File: src/rtl/tick_rate_detector_pkg.sv
// Shared definitions for the tick rate detector: FSM states and the code-to-interval table.
// The interval table mirrors the clock-enable divider's period table.
package tick_rate_detector_pkg;

  localparam int unsigned P0_CYCLES          = 100;
  localparam int unsigned P1_CYCLES          = 1000;
  localparam int unsigned P2_CYCLES          = 5000;
  localparam int unsigned P3_CYCLES          = 20000;
  localparam int unsigned DEFAULT_LOCK_COUNT = 4;
  localparam int unsigned DEFAULT_TIMEOUT    = 65535;

  typedef enum logic [1:0] {
    IDLE    = 2'd0,
    MEASURE = 2'd1,
    LOCKED  = 2'd2
  } state_t;

  typedef struct packed {
    logic       valid;
    logic [1:0] code;
  } code_t;

  // Exact match of an interval against the table; no match reports code 00, invalid.
  function automatic code_t code_lookup(input logic [31:0] interval,
                                        input logic [31:0] p0, input logic [31:0] p1,
                                        input logic [31:0] p2, input logic [31:0] p3);
    code_t r;
    r = '{valid: 1'b0, code: 2'b00};
    if (interval == p0)      r = '{valid: 1'b1, code: 2'b00};
    else if (interval == p1) r = '{valid: 1'b1, code: 2'b01};
    else if (interval == p2) r = '{valid: 1'b1, code: 2'b10};
    else if (interval == p3) r = '{valid: 1'b1, code: 2'b11};
    return r;
  endfunction

endpackage

File: src/rtl/tick_rate_detector_if.sv
// Tick input and lock/status outputs of the tick rate detector.
// master = tick source / status consumer, slave = detector.
interface tick_rate_detector_if;
  logic        tick_in;
  logic        locked;
  logic [31:0] period;
  logic [1:0]  freq_code;
  logic        code_valid;
  logic        lost;

  modport master (output tick_in, input locked, period, freq_code, code_valid, lost);
  modport slave  (input tick_in, output locked, period, freq_code, code_valid, lost);
endinterface

File: src/rtl/tick_rate_detector_interval_counter.sv
// Saturating cycle counter reloaded with 1 on every tick; measured is the count before the reload.
// timeout flags the saturation value so the FSM can drop back to IDLE.
module tick_interval_counter #(
  parameter int unsigned TIMEOUT = 65535
) (
  input  logic        clk,
  input  logic        rst,
  input  logic        tick,
  output logic [31:0] measured,
  output logic        timeout
);

  logic [31:0] cnt;

  always_ff @(posedge clk or posedge rst) begin
    if (rst) begin
      cnt <= '0;
    end else if (tick) begin
      cnt <= 32'd1;
    end else if (cnt != 32'(TIMEOUT)) begin
      cnt <= cnt + 32'd1;
    end
  end

  assign measured = cnt;
  assign timeout  = (cnt == 32'(TIMEOUT));

endmodule

File: src/rtl/tick_rate_detector.sv
// Recovers the interval of a single-cycle tick train, declares lock after LOCK_COUNT equal
// intervals, maps the locked interval to a 2-bit frequency code and pulses lost on lock drop.
module tick_rate_detector
  import tick_rate_detector_pkg::*;
#(
  parameter int unsigned P0         = P0_CYCLES,
  parameter int unsigned P1         = P1_CYCLES,
  parameter int unsigned P2         = P2_CYCLES,
  parameter int unsigned P3         = P3_CYCLES,
  parameter int unsigned LOCK_COUNT = DEFAULT_LOCK_COUNT,
  parameter int unsigned TIMEOUT    = DEFAULT_TIMEOUT
) (
  input  logic                 clk,
  input  logic                 rst,
  tick_rate_detector_if.slave  bus
);

  logic [31:0] measured;
  logic        timeout;

  tick_interval_counter #(.TIMEOUT(TIMEOUT)) u_interval_counter (
    .clk      (clk),
    .rst      (rst),
    .tick     (bus.tick_in),
    .measured (measured),
    .timeout  (timeout)
  );

  state_t      state, state_n;
  logic [31:0] last_q, last_n;
  logic [3:0]  match_q, match_n;
  logic        locked_q, locked_n;
  logic [31:0] period_q, period_n;
  logic [1:0]  code_q, code_n;
  logic        valid_q, valid_n;
  logic        lost_q, lost_n;
  code_t       hit;

  always_ff @(posedge clk or posedge rst) begin
    if (rst) begin
      state    <= IDLE;
      last_q   <= '0;
      match_q  <= '0;
      locked_q <= 1'b0;
      period_q <= '0;
      code_q   <= 2'b00;
      valid_q  <= 1'b0;
      lost_q   <= 1'b0;
    end else begin
      state    <= state_n;
      last_q   <= last_n;
      match_q  <= match_n;
      locked_q <= locked_n;
      period_q <= period_n;
      code_q   <= code_n;
      valid_q  <= valid_n;
      lost_q   <= lost_n;
    end
  end

  always_comb begin
    state_n  = state;
    last_n   = last_q;
    match_n  = match_q;
    locked_n = locked_q;
    period_n = period_q;
    code_n   = code_q;
    valid_n  = valid_q;
    lost_n   = 1'b0;
    hit      = '{valid: 1'b0, code: 2'b00};

    case (state)
      IDLE: begin
        if (bus.tick_in) begin
          match_n = '0;
          state_n = MEASURE;
        end
      end
      MEASURE: begin
        // A tick coinciding with timeout is still a measurement (measured == TIMEOUT).
        if (bus.tick_in) begin
          if (match_q == 4'd0 || measured != last_q) begin
            last_n  = measured;
            match_n = 4'd1;
          end else begin
            match_n = match_q + 4'd1;
          end
          if (match_n == 4'(LOCK_COUNT)) begin
            hit      = code_lookup(last_n, 32'(P0), 32'(P1), 32'(P2), 32'(P3));
            state_n  = LOCKED;
            locked_n = 1'b1;
            period_n = last_n;
            code_n   = hit.code;
            valid_n  = hit.valid;
          end
        end else if (timeout) begin
          state_n = IDLE;
          match_n = '0;
        end
      end
      LOCKED: begin
        if (bus.tick_in) begin
          if (measured != period_q) begin
            state_n  = MEASURE;
            last_n   = measured;
            match_n  = 4'd1;
            locked_n = 1'b0;
            valid_n  = 1'b0;
            lost_n   = 1'b1;
          end
        end else if (timeout) begin
          state_n  = IDLE;
          match_n  = '0;
          locked_n = 1'b0;
          valid_n  = 1'b0;
          lost_n   = 1'b1;
        end
      end
      default: begin
        state_n = IDLE;
        match_n = '0;
      end
    endcase
  end

  assign bus.locked     = locked_q;
  assign bus.period     = period_q;
  assign bus.freq_code  = code_q;
  assign bus.code_valid = valid_q;
  assign bus.lost       = lost_q;

endmodule

File: src/flat_wrapper.sv
// flat-port wrapper written by rule: the top's interface ports become plain ports
module tick_rate_detector_flat import tick_rate_detector_pkg::*;
#(
  parameter int unsigned P0         = P0_CYCLES,
  parameter int unsigned P1         = P1_CYCLES,
  parameter int unsigned P2         = P2_CYCLES,
  parameter int unsigned P3         = P3_CYCLES,
  parameter int unsigned LOCK_COUNT = DEFAULT_LOCK_COUNT,
  parameter int unsigned TIMEOUT    = DEFAULT_TIMEOUT
)
  (clk, rst, bus_tick_in, bus_locked, bus_period, bus_freq_code, bus_code_valid, bus_lost);
  tick_rate_detector_if bus_i ();
  input  logic clk;
  input  logic rst;
  input wire logic [$bits(bus_i.tick_in)-1:0] bus_tick_in;
  output wire logic [$bits(bus_i.locked)-1:0] bus_locked;
  output wire logic [$bits(bus_i.period)-1:0] bus_period;
  output wire logic [$bits(bus_i.freq_code)-1:0] bus_freq_code;
  output wire logic [$bits(bus_i.code_valid)-1:0] bus_code_valid;
  output wire logic [$bits(bus_i.lost)-1:0] bus_lost;
  assign bus_i.tick_in = bus_tick_in;
  assign bus_locked = bus_i.locked;
  assign bus_period = bus_i.period;
  assign bus_freq_code = bus_i.freq_code;
  assign bus_code_valid = bus_i.code_valid;
  assign bus_lost = bus_i.lost;
  tick_rate_detector #(.P0(P0), .P1(P1), .P2(P2), .P3(P3), .LOCK_COUNT(LOCK_COUNT), .TIMEOUT(TIMEOUT)) u_core (.clk(clk), .rst(rst), .bus(bus_i));
endmodule
File: config.mk
export PLATFORM = sky130hd
export DESIGN_NAME = tick_rate_detector_flat
export DESIGN_NICKNAME = d
export VERILOG_FILES = /design/src/rtl/tick_rate_detector_pkg.sv /design/src/rtl/tick_rate_detector_if.sv /design/src/rtl/tick_rate_detector_interval_counter.sv /design/src/rtl/tick_rate_detector.sv /design/src/flat_wrapper.sv
export SDC_FILE = /design/constraint.sdc
export NUM_CORES = 1
export LEC_CHECK = 0
export CAP_MARGIN = 20
export CORE_MARGIN = 8
export CORE_UTILIZATION = 44
export CTS_BUF_LIST = sky130_fd_sc_hd__clkbuf_8
export CTS_CLUSTER_SIZE = 25
export DETAILED_ROUTE_END_ITERATION = 16
export GPL_ROUTABILITY_DRIVEN = 0
export PLACE_DENSITY = 0.61
export RECOVER_POWER = 100
export SLEW_MARGIN = 5
export SYNTH_ARGS = -nofsm -noshare
export SYNTH_HDL_FRONTEND = slang
export SYNTH_HIERARCHICAL = 1
export SYNTH_SLANG_ARGS = --single-unit
File: constraint.sdc
create_clock -name clk -period 6.8 [get_ports clk]
set_input_delay 1.02 -clock clk [delete_from_list [all_inputs] [get_ports clk]]
set_output_delay 1.02 -clock clk [all_outputs]
set_load 0.05 [all_outputs]
==> reports/qor.csv <==
stage;metric;value;unit
synthesis;EDFF count, synth;0;
synthesis;post-synthesis compound-gate area fraction;0.0772;
final_layout;Final Cell Area;6740;um2
clock_network;post-cts resize count;0;
synthesis;asr flop ratio synth;1.00;
pwr;Leakage;0.00338;uW
detailed_routing;Total Wirelength;15200;um
detailed_routing;WL per Instance;19.8;um
sta;fmax;224;MHz
floorplan;Die Area;18400;um2
clock_network;clk buf depth;2;
min_path;Min-Delay Path Class;flip-flop to flip-flop;
synthesis;synth unique cells;56;
final_layout;fraction of layout cells with a size suffix above 1;0.126;
clock_network;clk sink count;107;
worst_setup_path;CP arrival;4730;ps
pwr;maximum vdd drop;79.4;uV
synthesis;mux cell area share after synthesis;0.174;
grt;global-route wire length before repair;24500;um
grt;Congestion Overflow GR;0;
sta;post-route minimum period;4470;ps
synthesis;Ys Warns;6;
detailed_routing;via count;4401;
clock_network;cts bufs inserted;9;
place;placed cell areas;6760;um2
detailed_routing;vias per cell;5.74;
clock_network;clk_lat worst skew;380;ps
worst_setup_path;crit-path max FO;54;
final_layout;Storage cell area;2680;um2
synthesis;prevailing post-synth register cell;dfrtp_1;
synthesis;largest family of logic cells by synthesized area;simple AND/OR/NAND/NOR gates;
worst_setup_path;Required @ worst endpoint;7060;ps
floorplan;Die W;136;um
clock_network;CTS H-tree lvls;3;
synthesis;Synth Net Count;567;
detailed_routing;number of remaining DRC errors;0;
sta;Slew Viols, Final;121;
sta;final setup fails;0;
grt;number of antenna violations at the first check in global routing;0;
synthesis;area share of xor/xnor cells in the synthesized design;0.0903;
floorplan;Initial Util;0.452;
floorplan;core area;13900;um2
clock_network;CTS hold repair buffers;0;
clock_network;Reg clk slew, reported paths;90;ps
synthesis;#FFs+latches synth;107;
final_layout;Synth-to-Final Area Change;6.83;%
place;HPWL after detailed placement;10700;um
clock_network;TritonCTS clock tree;built;
clock_network;clock root cell;clkbuf_8;
grt;largest net degree at the start of global routing;76;
floorplan;Die Y;136;um
status;violated checks;capacitance limit, slew limit;
synthesis;Synth Area in Adders;0.0139;
grt;vias in the first global route;4584;
sta;max_slew headroom;-0.551;
sta;Final Cycle Share;0.657;
synthesis;Syn Std Cell Area;6300;um2
grt;Total Routing Usage GR;0.171;
synthesis;Synth Area in Simple Gates;0.177;
synthesis;register area share after synthesis;0.425;
final_layout;multi-input logic area;3190;um2
clock_network;Post-CTS Setup Inserts;0;
place;port buffer count;39;
sta;Hold Vio Cnt, Final;0;
floorplan;I/O pin count;40;
pwr;pwr dens;194;nW/um2
sta;RSZ-0062 raised after global routing;false;
synthesis;cells after synthesis;557;
final_layout;fill count;1307;
final_layout;Diodes inserted;0;
sta;Setup TNS Final;0;ps
run;Max Cap Viol;3;
worst_setup_path;Worst setup SP type;input pin;
detailed_routing;first drt pass iteration count;4;
detailed_routing;DRT antenna net count;0;
sta;worst slew pin tran;2330;ps
final_layout;Final #Nets;593;
worst_setup_path;Worst setup EP type;flip-flop;
final_layout;Finished Core Util;0.483;
worst_setup_path;CP Class;input pin to flip-flop;
sta;clock skew;13.6;ps
sta;Hold WS;494;ps
detailed_routing;Iter 0 DRT Violations;301;
floorplan;Cell Rows;43;
synthesis;Synth Area per Inst;11.3;um2
status;outcome;complete, but fails checks;
## critical path: stages
cell and delay [ps]:
clkbuf_1 1620, nand2_1 140, a21oi_1 220, clkbuf_1 1250, mux2_2 440
## layer usage
| metal | up-vias | GRT usage | wire (um) |
|---|---|---|---|
| li1 | 2100 | - | - |
| met1 | 2213 | 0.219 | 6950 |
| met2 | 75 | 0.289 | 7560 |
| met3 | 13 | 0.0252 | 451 |
| met4 | 0 | 0.0537 | 194 |
| met5 | - | 0 | 0 |
## cell families after synthesis
kind of cell / count (synthesis)
AO/OA/AOI/OAI: 72
AND/OR/NAND/NOR: 176
adder cells (fa/ha/maj): 7
flip-flops: 107
multiplexers: 86
buffers and inverters: 44
XOR/XNOR: 65
## path summary, 6_finish.rpt
kind	from	endpoint	slack [ps]	cells after the start
setup / recovery	bus_tick_in	u_core/last_q[21]	2330	5
hold / removal	u_core/bus.code_valid	u_core/bus.code_valid	490	1
setup reg to reg	u_core/u_interval_counter/measured[0]	u_core/bus.code_valid	3360	10
hold reg to reg	u_core/bus.code_valid	u_core/bus.code_valid	490	1
max in group asynchronous	rst	u_core/u_interval_counter/measured[24]	3960	3
min in group asynchronous	rst	u_core/bus.period[18]	1420	3
## synthesized netlist by cell type, types with 4 or more instances
master	instances	area share
nor2b_1	19	0.019
clkbuf_1	7	0.0042
mux2_2	45	0.080
and2_1	5	0.0050
a211oi_1	4	0.0048
ha_1	7	0.014
nand4_1	13	0.013
a21oi_2	7	0.0097
xor2_1	49	0.068
o21ai_0	14	0.011
nand3_1	18	0.014
o31ai_1	10	0.012
and4_1	11	0.015
dfrtp_1	107	0.42
nor3_1	9	0.0071
mux2_1	5	0.0089
inv_1	16	0.0095
buf_6	9	0.016
buf_2	8	0.0064
xnor2_1	16	0.022
nand2_1	14	0.0083
a21oi_1	22	0.017
or3_1	5	0.0050
nor4_1	26	0.026
or4_1	8	0.0095
mux2_4	35	0.083
nor2_1	21	0.013
nand4b_1	5	0.0069
## state kept, by name (all words and copies together), names as in the netlist
name / flops
u_core/bus.period: 32
u_core/last_q: 32
u_core/u_interval_counter/measured: 32
u_core/match_q: 4
u_core/bus.freq_code: 2
u_core/state: 2
u_core/bus.code_valid: 1
u_core/bus.locked: 1
u_core/bus.lost: 1
## per-stage QoR
step / total power [uW] / std cells / setup WS [ps]
after floorplan: 898 / 557 / 3870
after global placement: 958 / 752 / 3220
after detailed placement: 964 / 752 / 3110
after CTS: 1340 / 767 / 3230
after global routing: 1390 / 767 / 2020
final: 1310 / 767 / 2330
## power by group
group / switching [uW] / internal (uW) / leakage, uW
sequential: 20.4 / 657 / 0.00148
combinational: 153 / 113 / 0.00180
clock: 208 / 159 / 0.0000994
total: 381 / 929 / 0.00338
## cells in the final DEF (no fill, tap or decap), types with 3 or more instances in the layout
cell	netlist	final
a211oi_1	4	4
a21oi_1	22	28
and2_1	5	4
and3_1	3	3
and4_1	11	11
clkbuf_1	7	3
clkbuf_8	0	12
dfrtp_1	107	107
dlygate4sd3_1	0	38
ha_1	7	7
inv_1	16	16
mux2_1	5	33
mux2_2	45	45
mux2_4	35	7
nand2_1	14	14
nand3_1	18	20
nand4_1	13	15
nand4b_1	5	5
nor2_1	21	21
nor2b_1	19	19
nor3_1	9	9
nor4_1	26	26
o21a_1	3	3
o21ai_0	14	14
o31ai_1	10	10
or3_1	5	5
or4_1	8	8
xnor2_1	16	16
xor2_1	49	49
## cell type report
| class | instances | area share |
|---|---|---|
| clock buffers | 12 | 0.0245 |
| clock inverters | 3 | 0.00204 |
| inverters | 16 | 0.00892 |
| multi-input cells | 406 | 0.473 |
| flip-flops and latches | 107 | 0.398 |
| well taps | 180 | 0.0334 |
| repair buffers | 43 | 0.0604 |
Power figures use the tool's default switching activity.
